`src/rtl/jtframe_68kramreq.sv`:
```
// jtframe_68kramreq: bridges a 68000 bus cycle to one SDRAM slot port.
// Ports: rst/clk; cs, ASn, UDSn, LDSn, RnW, addr, cpu_dout from the CPU;
//   bus_cs/bus_busy to the DTACK generator; cpu_din read data back;
//   sdram_req/ack/dok handshake with latched addr/we/dsn/din, sdram_dout.
// Optional macro JTFRAME_68KREQ_CACHE_EN adds a single-entry read cache.
module jtframe_68kramreq #(
    parameter int AW = 22
) (
    input  logic          rst,
    input  logic          clk,
    input  logic          cs,
    input  logic          ASn,
    input  logic          UDSn,
    input  logic          LDSn,
    input  logic          RnW,
    input  logic [AW-1:0] addr,
    input  logic [15:0]   cpu_dout,
    output logic          bus_cs,
    output logic          bus_busy,
    output logic [15:0]   cpu_din,
    output logic          sdram_req,
    input  logic          sdram_ack,
    input  logic          sdram_dok,
    output logic [AW-1:0] sdram_addr,
    output logic          sdram_we,
    output logic [1:0]    sdram_dsn,
    output logic [15:0]   sdram_din,
    input  logic [15:0]   sdram_dout
);

    typedef enum logic [1:0] {
        IDLE,
        REQ,
        DATA,
        DONE
    } state_t;

    state_t state;
    logic   stale;
    logic   busn;
    logic   stale_now;
    logic   complete;

    assign busn     = ASn | (UDSn & LDSn);
    assign bus_cs   = cs;
    assign bus_busy = cs & ~busn & (state != DONE);

    // A bus cycle that ends during this very cycle also counts as stale.
    assign stale_now = stale | busn;

    // ack and dok together in REQ behave as ack followed by dok.
    assign complete = sdram_dok &
                      ((state == DATA) |
                       ((state == REQ) & sdram_ack));

`ifdef JTFRAME_68KREQ_CACHE_EN
    logic          cache_valid;
    logic [AW-1:0] cache_addr;
    logic [15:0]   cache_data;
    logic          hit;

    assign hit = cache_valid & RnW & (cache_addr == addr);

    always_ff @(posedge clk or posedge rst) begin
        if (rst) begin
            cache_valid <= 1'b0;
            cache_addr  <= '0;
            cache_data  <= '0;
        end else if (complete) begin
            if (!sdram_we) begin
                cache_valid <= 1'b1;
                cache_addr  <= sdram_addr;
                cache_data  <= sdram_dout;
            end else if (cache_addr == sdram_addr) begin
                cache_valid <= 1'b0;
            end
        end
    end
`endif

    always_ff @(posedge clk or posedge rst) begin
        if (rst) begin
            state      <= IDLE;
            stale      <= 1'b0;
            sdram_req  <= 1'b0;
            sdram_we   <= 1'b0;
            sdram_dsn  <= 2'b11;
            sdram_addr <= '0;
            sdram_din  <= '0;
            cpu_din    <= '0;
        end else begin
            unique case (state)
                IDLE: begin
                    stale <= 1'b0;
                    if (cs && !busn) begin
`ifdef JTFRAME_68KREQ_CACHE_EN
                        if (hit) begin
                            cpu_din <= cache_data;
                            state   <= DONE;
                        end else
`endif
                        begin
                            sdram_addr <= addr;
                            sdram_we   <= ~RnW;
                            sdram_dsn  <= {UDSn, LDSn};
                            sdram_din  <= cpu_dout;
                            sdram_req  <= 1'b1;
                            state      <= REQ;
                        end
                    end
                end
                REQ: begin
                    if (busn) stale <= 1'b1;
                    if (sdram_ack) begin
                        sdram_req <= 1'b0;
                        state     <= DATA;
                    end
                end
                DATA: begin
                    if (busn) stale <= 1'b1;
                end
                DONE: begin
                    if (busn) state <= IDLE;
                end
                default: state <= IDLE;
            endcase
            // The transaction always drains; only a live one reaches DONE.
            if (complete) begin
                stale <= 1'b0;
                if (stale_now) begin
                    state <= IDLE;
                end else begin
                    state <= DONE;
                    if (!sdram_we) cpu_din <= sdram_dout;
                end
            end
        end
    end

endmodule

```
`config.mk`:
```
export PLATFORM = sky130hd
export DESIGN_NAME = jtframe_68kramreq
export DESIGN_NICKNAME = d
export VERILOG_FILES = /design/src/rtl/jtframe_68kramreq.sv
export SDC_FILE = /design/constraint.sdc
export NUM_CORES = 1
export LEC_CHECK = 0
export CAP_MARGIN = 20
export CORE_AREA = 2 2 68 96
export DETAILED_ROUTE_END_ITERATION = 10
export DIE_AREA = 0 0 70 98
export PLACE_DENSITY = 0.92
export REMOVE_ABC_BUFFERS = 1
export SYNTH_ARGS = -nofsm -noshare
export SYNTH_HDL_FRONTEND = slang
export SYNTH_SLANG_ARGS = --single-unit
```
`constraint.sdc`:
```
create_clock -name clk -period 3.25 [get_ports clk]
set_input_delay 0.4875 -clock clk [delete_from_list [all_inputs] [get_ports clk]]
set_output_delay 0.4875 -clock clk [all_outputs]
set_load 0.01 [all_outputs]
```
==> out/results.txt, run 1 <==
Clock sinks = 61
Area delta synth->final = 59.53%
DIE AREA = 0.006860 mm²
Synthesized area = 0.002507 mm²
Hold Fails Final Rpt = 0
Actual slew at the worst max-slew pin = 0.5429 ns
GRT Total Usage = 18.24%
Post-DP HPWL = 4.296 mm
Worst-path clk slew = 0.06 ns
P_leak = 1.723 nW
Max transition margin = 63.73%
CP Capture Type = primary output
Multiplexer area fraction after synthesis = 27.45%
Starting DRT DRC Count = 75
Root Buffer = clkbuf_8
Post-synthesis xor/xnor area fraction = 0%
Startpoint Class = input port
Endpoints failing setup = 0
Final Wtd Congestion = 0.7437
Reg2reg end = cpu_din[3]$_DFFE_PP0P_
Die Span X = 70 µm
Slowest stage delay, CP = 0.54 ns
# Post-CTS Setup Buffers = 0
F_max = 411.9 MHz
CORE AREA = 0.006041 mm²
ANT cells = 0
Worst Clk Skew = 0.006973 ns
Vias after detailed routing = 1800
Peak supply drop = 0.0005109 V
Syn Inst Count = 160
Layout cells sized above 1 = 27.30%
Crit path max-delay cell type = clkdlybuf4s50_1
Synth Area in Compound Gates = 3.443%
Final period demand of the worst path = 2.428 ns
Pwr dens = 940.9 mW/mm²
Largest net degree at the start of global routing = 39
CP max FO = 7
Most common cell on crit path = clkdlybuf4s50_1
Longest Clk Path Bufs = 2
Fin Hold WS = 0.4634 ns
Worst Hold Class = in2async
Simple-gate area share of the yosys netlist = 2.695%
Filler instances = 448
FF-to-FF Start = state[1]$_DFFE_PP0P_
Reg2reg path depth = 6
Status = finished, final reports clean
Post-route DRC = 0
Required time worst endpoint = 2.76 ns
Cell family contributing the most delay on the critical path = buffers and inverters
Kind of critical path = in2out
Final worst path period share = 74.70%
Main combinational cell family by area after synthesis = multiplexers
Layout Nets = 357
Port Buffers = 122
H-tree Lvls = 3
Final antenna-violating net count = 0
# hold bufs at CTS = 0
WL/cell = 15.72 µm
Setup TNS = 0 ns
CP arrival = 1.94 ns
Yosys warning count = 0
Cts repair resizes = 0
I/O pins = 123
TritonCTS buffer count = 9
Fin. max-slew vios = 0
CTS tree = done
Adder-Cell Fraction of Synth Area = 2.495%
Synth Register Bits = 61
Syn avg cell area = 15.67 µm²
Initial antenna violation count = 0
Initial Util = 41.51%
Inst Count DP = 350
DRT Pass-1 Iters = 4
Vias per inst = 4.932
Clock latency at the later pin of the worst-skew pair = 0.33 ns
WP depth = 5
CP bufs+invs = 2
Final cell count without fillers = 365
Reg-to-reg slack, setup = 1.01 ns
Final Routed Wirelength = 5.738 mm
RSZ-0062 raised after global routing = no
Register area share after synthesis = 60.98%
Die H = 98 µm
Max Cap Viol = 0
Crit-path cells = clkdlybuf4s50_1, a21oi_4, nand2_1, nor2_1, clkdlybuf4s50_1
Total gr overflow = 0
Vias in the first global route = 2002
Synth cell types = 24
Row cnt = 34
First-pass GRT wire length = 9.666 mm
==> worst max path at each step <==
stage	startpoint	slack, ns	end
CTS	LDSn	0.82	bus_busy
floorplan	LDSn	0.87	sdram_addr[0]$_DFFE_PP0P_
global placement	LDSn	0.75	cpu_din[0]$_DFFE_PP0P_
global route	LDSn	0.73	bus_busy
finish	LDSn	0.82	bus_busy
detailed placement	LDSn	0.70	cpu_din[3]$_DFFE_PP0P_
==> metal layers <==
metal,share of wire [%],global-route usage [%],up-vias
li1,-,-,814
met1,36,20.59,913
met2,56,31.14,65
met3,6.6,6.295,8
met4,1.8,7.840,0
met5,0,0,-
==> flip-flops by register name, summed over array words and instances (netlist names) <==
register,cells
sdram_addr,22
cpu_din,16
sdram_din,16
state,2
sdram_req,1
stale,1
sdram_we,1
sdram_dsn,2
==> synthesized netlist by cell type <==
library cell / n / area share, %
a21boi_0: 1 / 0.30
a31oi_1: 1 / 0.25
nand3_1: 1 / 0.20
nor2b_4: 1 / 0.55
a21oi_4: 1 / 0.65
buf_6: 1 / 0.45
o21a_1: 1 / 0.30
mux2_4: 10 / 6.0
and4bb_1: 1 / 0.50
a21oi_1: 4 / 0.80
o2bb2ai_1: 1 / 0.35
mux2_2: 46 / 21
ha_1: 5 / 2.5
o21ai_0: 4 / 0.80
buf_2: 4 / 0.80
inv_1: 4 / 0.60
nand2_1: 2 / 0.30
buf_12: 1 / 0.80
and2_1: 1 / 0.25
mux2i_1: 2 / 0.80
dfstp_2: 2 / 2.1
nor2_1: 6 / 0.90
dfrtp_1: 59 / 59
buf_4: 1 / 0.30
==> layout make-up <==
type	count	area [µm²]	area share [%]
tap	72	90.09	2.252
clock inverter	5	75.07	1.877
timing repair buffer	125	1244	31.09
sequential	61	1529	38.22
multi-input combinational	88	909.6	22.74
inverter	4	15.01	0.3754
clock buffer	10	137.6	3.441
==> layout by cell type (no fill, tap or decap) <==
| master | Yosys | layout |
|---|---|---|
| clkdlybuf4s50_1 | 0 | 122 |
| mux2_4 | 10 | 10 |
| buf_4 | 1 | 3 |
| mux2_2 | 46 | 46 |
| clkinv_2 | 0 | 3 |
| a21boi_0 | 1 | 1 |
| mux2i_1 | 2 | 2 |
| dfstp_2 | 2 | 2 |
| o2bb2ai_1 | 1 | 1 |
| and4bb_1 | 1 | 1 |
| a21oi_1 | 4 | 4 |
| a31oi_1 | 1 | 1 |
| inv_1 | 4 | 3 |
| clkbuf_8 | 0 | 10 |
| ha_1 | 5 | 5 |
| inv_2 | 0 | 1 |
| dfrtp_1 | 59 | 59 |
| o21a_1 | 1 | 1 |
| and2_1 | 1 | 1 |
| o21ai_0 | 4 | 4 |
| bufinv_16 | 0 | 2 |
| nor2_1 | 6 | 6 |
| nor2b_4 | 1 | 1 |
| nand2_1 | 2 | 2 |
| nand3_2 | 0 | 1 |
| a21oi_4 | 1 | 1 |
==> per-stage QoR <==
step	setup WS [ns]	util [%]	power [mW]	cell area [µm²]
4_1_cts	0.8184	66.22	3.814	4000
3_3_place_gp	0.7491	62.70	3.000	3787
3_5_place_dp	0.6965	62.70	3.066	3787
6_report	0.8223	66.22	3.764	4000
5_1_grt	0.7263	66.22	3.984	4000
2_1_floorplan	0.8699	-	2.103	2449
==> power by group <==
part           internal, mW  switching [mW]  total (mW)  leakage (nW)
registers              1.15           0.204        1.36         0.733
logic                  1.08           0.603        1.68         0.878
clock network         0.444           0.280       0.724         0.112
==> kinds of logic after synthesis <==
logic type,Yosys count
mux,58
simple gates,12
flops,61
fa+ha+maj,5
compound gates,13
buf+inv,11
(Power assumes the default switching activity.)
==> run 2, diff against run 1 <==
--- a/config.mk
+++ b/config.mk
@@ -6,10 +6,10 @@
 export NUM_CORES = 1
 export LEC_CHECK = 0
 export CAP_MARGIN = 20
-export CORE_AREA = 2 2 68 96
+export CORE_AREA = 2 2 70 99
 export DETAILED_ROUTE_END_ITERATION = 10
-export DIE_AREA = 0 0 70 98
-export PLACE_DENSITY = 0.92
+export DIE_AREA = 0 0 72 101
+export PLACE_DENSITY = 0.88
 export REMOVE_ABC_BUFFERS = 1
 export SYNTH_ARGS = -nofsm -noshare
 export SYNTH_HDL_FRONTEND = slang
==> constraint.sdc (replaced) <==
create_clock -name clk -period 2.4 [get_ports clk]
set_input_delay 0.36 -clock clk [delete_from_list [all_inputs] [get_ports clk]]
set_output_delay 0.36 -clock clk [all_outputs]
set_load 0.01 [all_outputs]
==> out/results.txt, run 2 (same netlist as run 1, synthesis figures left out) <==
Actual slew at the worst max-slew pin = 0.5389 ns
Post-route DRC = 0
Most common cell on crit path = clkdlybuf4s50_1
Startpoint Class = input port
Longest Clk Path Bufs = 2
Clock sinks = 61
Hold Fails Final Rpt = 0
CP arrival = 1.79 ns
Status = finished, final reports clean
Final period demand of the worst path = 2.149 ns
TritonCTS buffer count = 9
WL/cell = 15.51 µm
Commonest non-fill, non-tap cell in the layout = clkdlybuf4s50_1
CORE AREA = 0.006437 mm²
F_max = 465.4 MHz
Die H = 101 µm
Inst Count DP = 354
# Post-CTS Setup Buffers = 0
Die Span X = 72 µm
Top reg by flops = sdram_addr
Final cell count without fillers = 370
Max Cap Viol = 0
# hold bufs at CTS = 0
Initial Util = 38.95%
I/O pins = 123
Crit path max-delay cell type = clkdlybuf4s50_1
Max reg flops = 22
Max transition margin = 64.02%
Row cnt = 35
GRT Total Usage = 16.56%
Worst Clk Skew = 0.009327 ns
P_leak = 1.731 nW
RSZ-0062 raised after global routing = no
Layout cells sized above 1 = 27.70%
Peak supply drop = 0.0007137 V
Endpoints failing setup = 0
Area delta synth->final = 60.83%
Final Wtd Congestion = 0.8875
Reg2reg end = cpu_din[4]$_DFFE_PP0P_
Vias after detailed routing = 1777
H-tree Lvls = 3
Fin. max-slew vios = 0
Setup slack after layout = 0.2511 ns
Worst-path clk slew = 0.06 ns
Filler instances = 513
First-pass GRT wire length = 9.128 mm
Total gr overflow = 0
Slowest stage delay, CP = 0.53 ns
Starting DRT DRC Count = 41
FF-to-FF Start = state[1]$_DFFE_PP0P_
DP Worst Slack = 0.2040 ns
CTS tree = done
Setup TNS = 0 ns
Worst Hold Class = in2async
CP Capture Type = primary output
Reg2reg path depth = 7
Root Buffer = clkbuf_8
Most frequent cells in the layout = clkdlybuf4s50_1, dfrtp_1, mux2_2, clkbuf_8, mux2_4
DIE AREA = 0.007272 mm²
Largest net degree at the start of global routing = 31
Final worst path period share = 89.54%
Final core utilization = 62.64%
Pwr dens = 1248 mW/mm²
Post-DP HPWL = 4.412 mm
Final Routed Wirelength = 5.738 mm
DRT Pass-1 Iters = 4
Vias in the first global route = 1990
Reg-to-reg slack, setup = 0.44 ns
CP max FO = 7
Tot Pwr = 5.033 mW
Cts repair resizes = 0
Critical path startpoint = LDSn
ANT cells = 0
Clock latency at the later pin of the worst-skew pair = 0.33 ns
Vias per inst = 4.803
Largest regs = sdram_addr (22), cpu_din (16), sdram_din (16)
Kind of critical path = in2out
Crit-path cells = clkdlybuf4s50_1, a21oi_4, nand2_1, nor2_1, clkdlybuf4s50_1
Layout Nets = 359
Initial antenna violation count = 0
Required time worst endpoint = 2.04 ns
Final antenna-violating net count = 0
Port Buffers = 122
-- run 2: cell count changes in the layout (fill, tap and decap cells not counted), sizes merged --
cell,delta
clkinvlp,+1
buf,+2
clkinv,-1
clkbuf,+2
bufinv,-1
-- run 2: through the flow --
step	hold slack (ns)	cell area, µm²
final	0.4004	4033
after CTS	0.4078	4033
after detailed placement	0.4928	3830
after floorplan	0.4585	2449
after global placement	0.4864	3830
after global routing	0.4538	4033
-- run 2: worst max-delay path by stage --
stage,to,slack (ns),cells past startpoint
after CTS,bus_busy,0.24,5
after detailed placement,cpu_din[5]$_DFFE_PP0P_,0.20,6
final,bus_busy,0.25,5
after global placement,cpu_din[8]$_DFFE_PP0P_,0.26,6
after global routing,bus_busy,0.16,5
after floorplan,sdram_addr[0]$_DFFE_PP0P_,0.05,4
-- run 2: power by group --
part	internal (mW)	switching, mW	leakage, nW	total (mW)
Clock	0.533	0.377	0.102	0.910
Combinational	1.47	0.813	0.895	2.29
Sequential	1.56	0.275	0.733	1.84
-- run 2: per-layer routing --
| layer | routed length [µm] | vias up | GRT usage, % |
|---|---|---|---|
| met4 | 163 | 0 | 8.128 |
| met5 | 0 | - | 0 |
| met1 | 2115 | 875 | 18.28 |
| met2 | 3113 | 72 | 28.28 |
| met3 | 345 | 16 | 5.500 |
| li1 | - | 814 | - |
-- run 2: final cells by class --
class                   instances  area (µm²)  area share (%)
clock inverters                 4       47.55           1.179
clock buffers                  12       155.1           3.847
multi-input cells              88       909.6           22.56
flip-flops and latches         61        1529           37.92
inverters                       4       15.01          0.3723
repair buffers                127        1284           31.83
well taps                      74       92.59           2.296
-- run 2: worst max-delay path, delay by kind of cell --
kind / cells / cell delay [ns]
buf+inv: 2 / 0.99
simple gates: 2 / 0.17
compound gates: 1 / 0.26
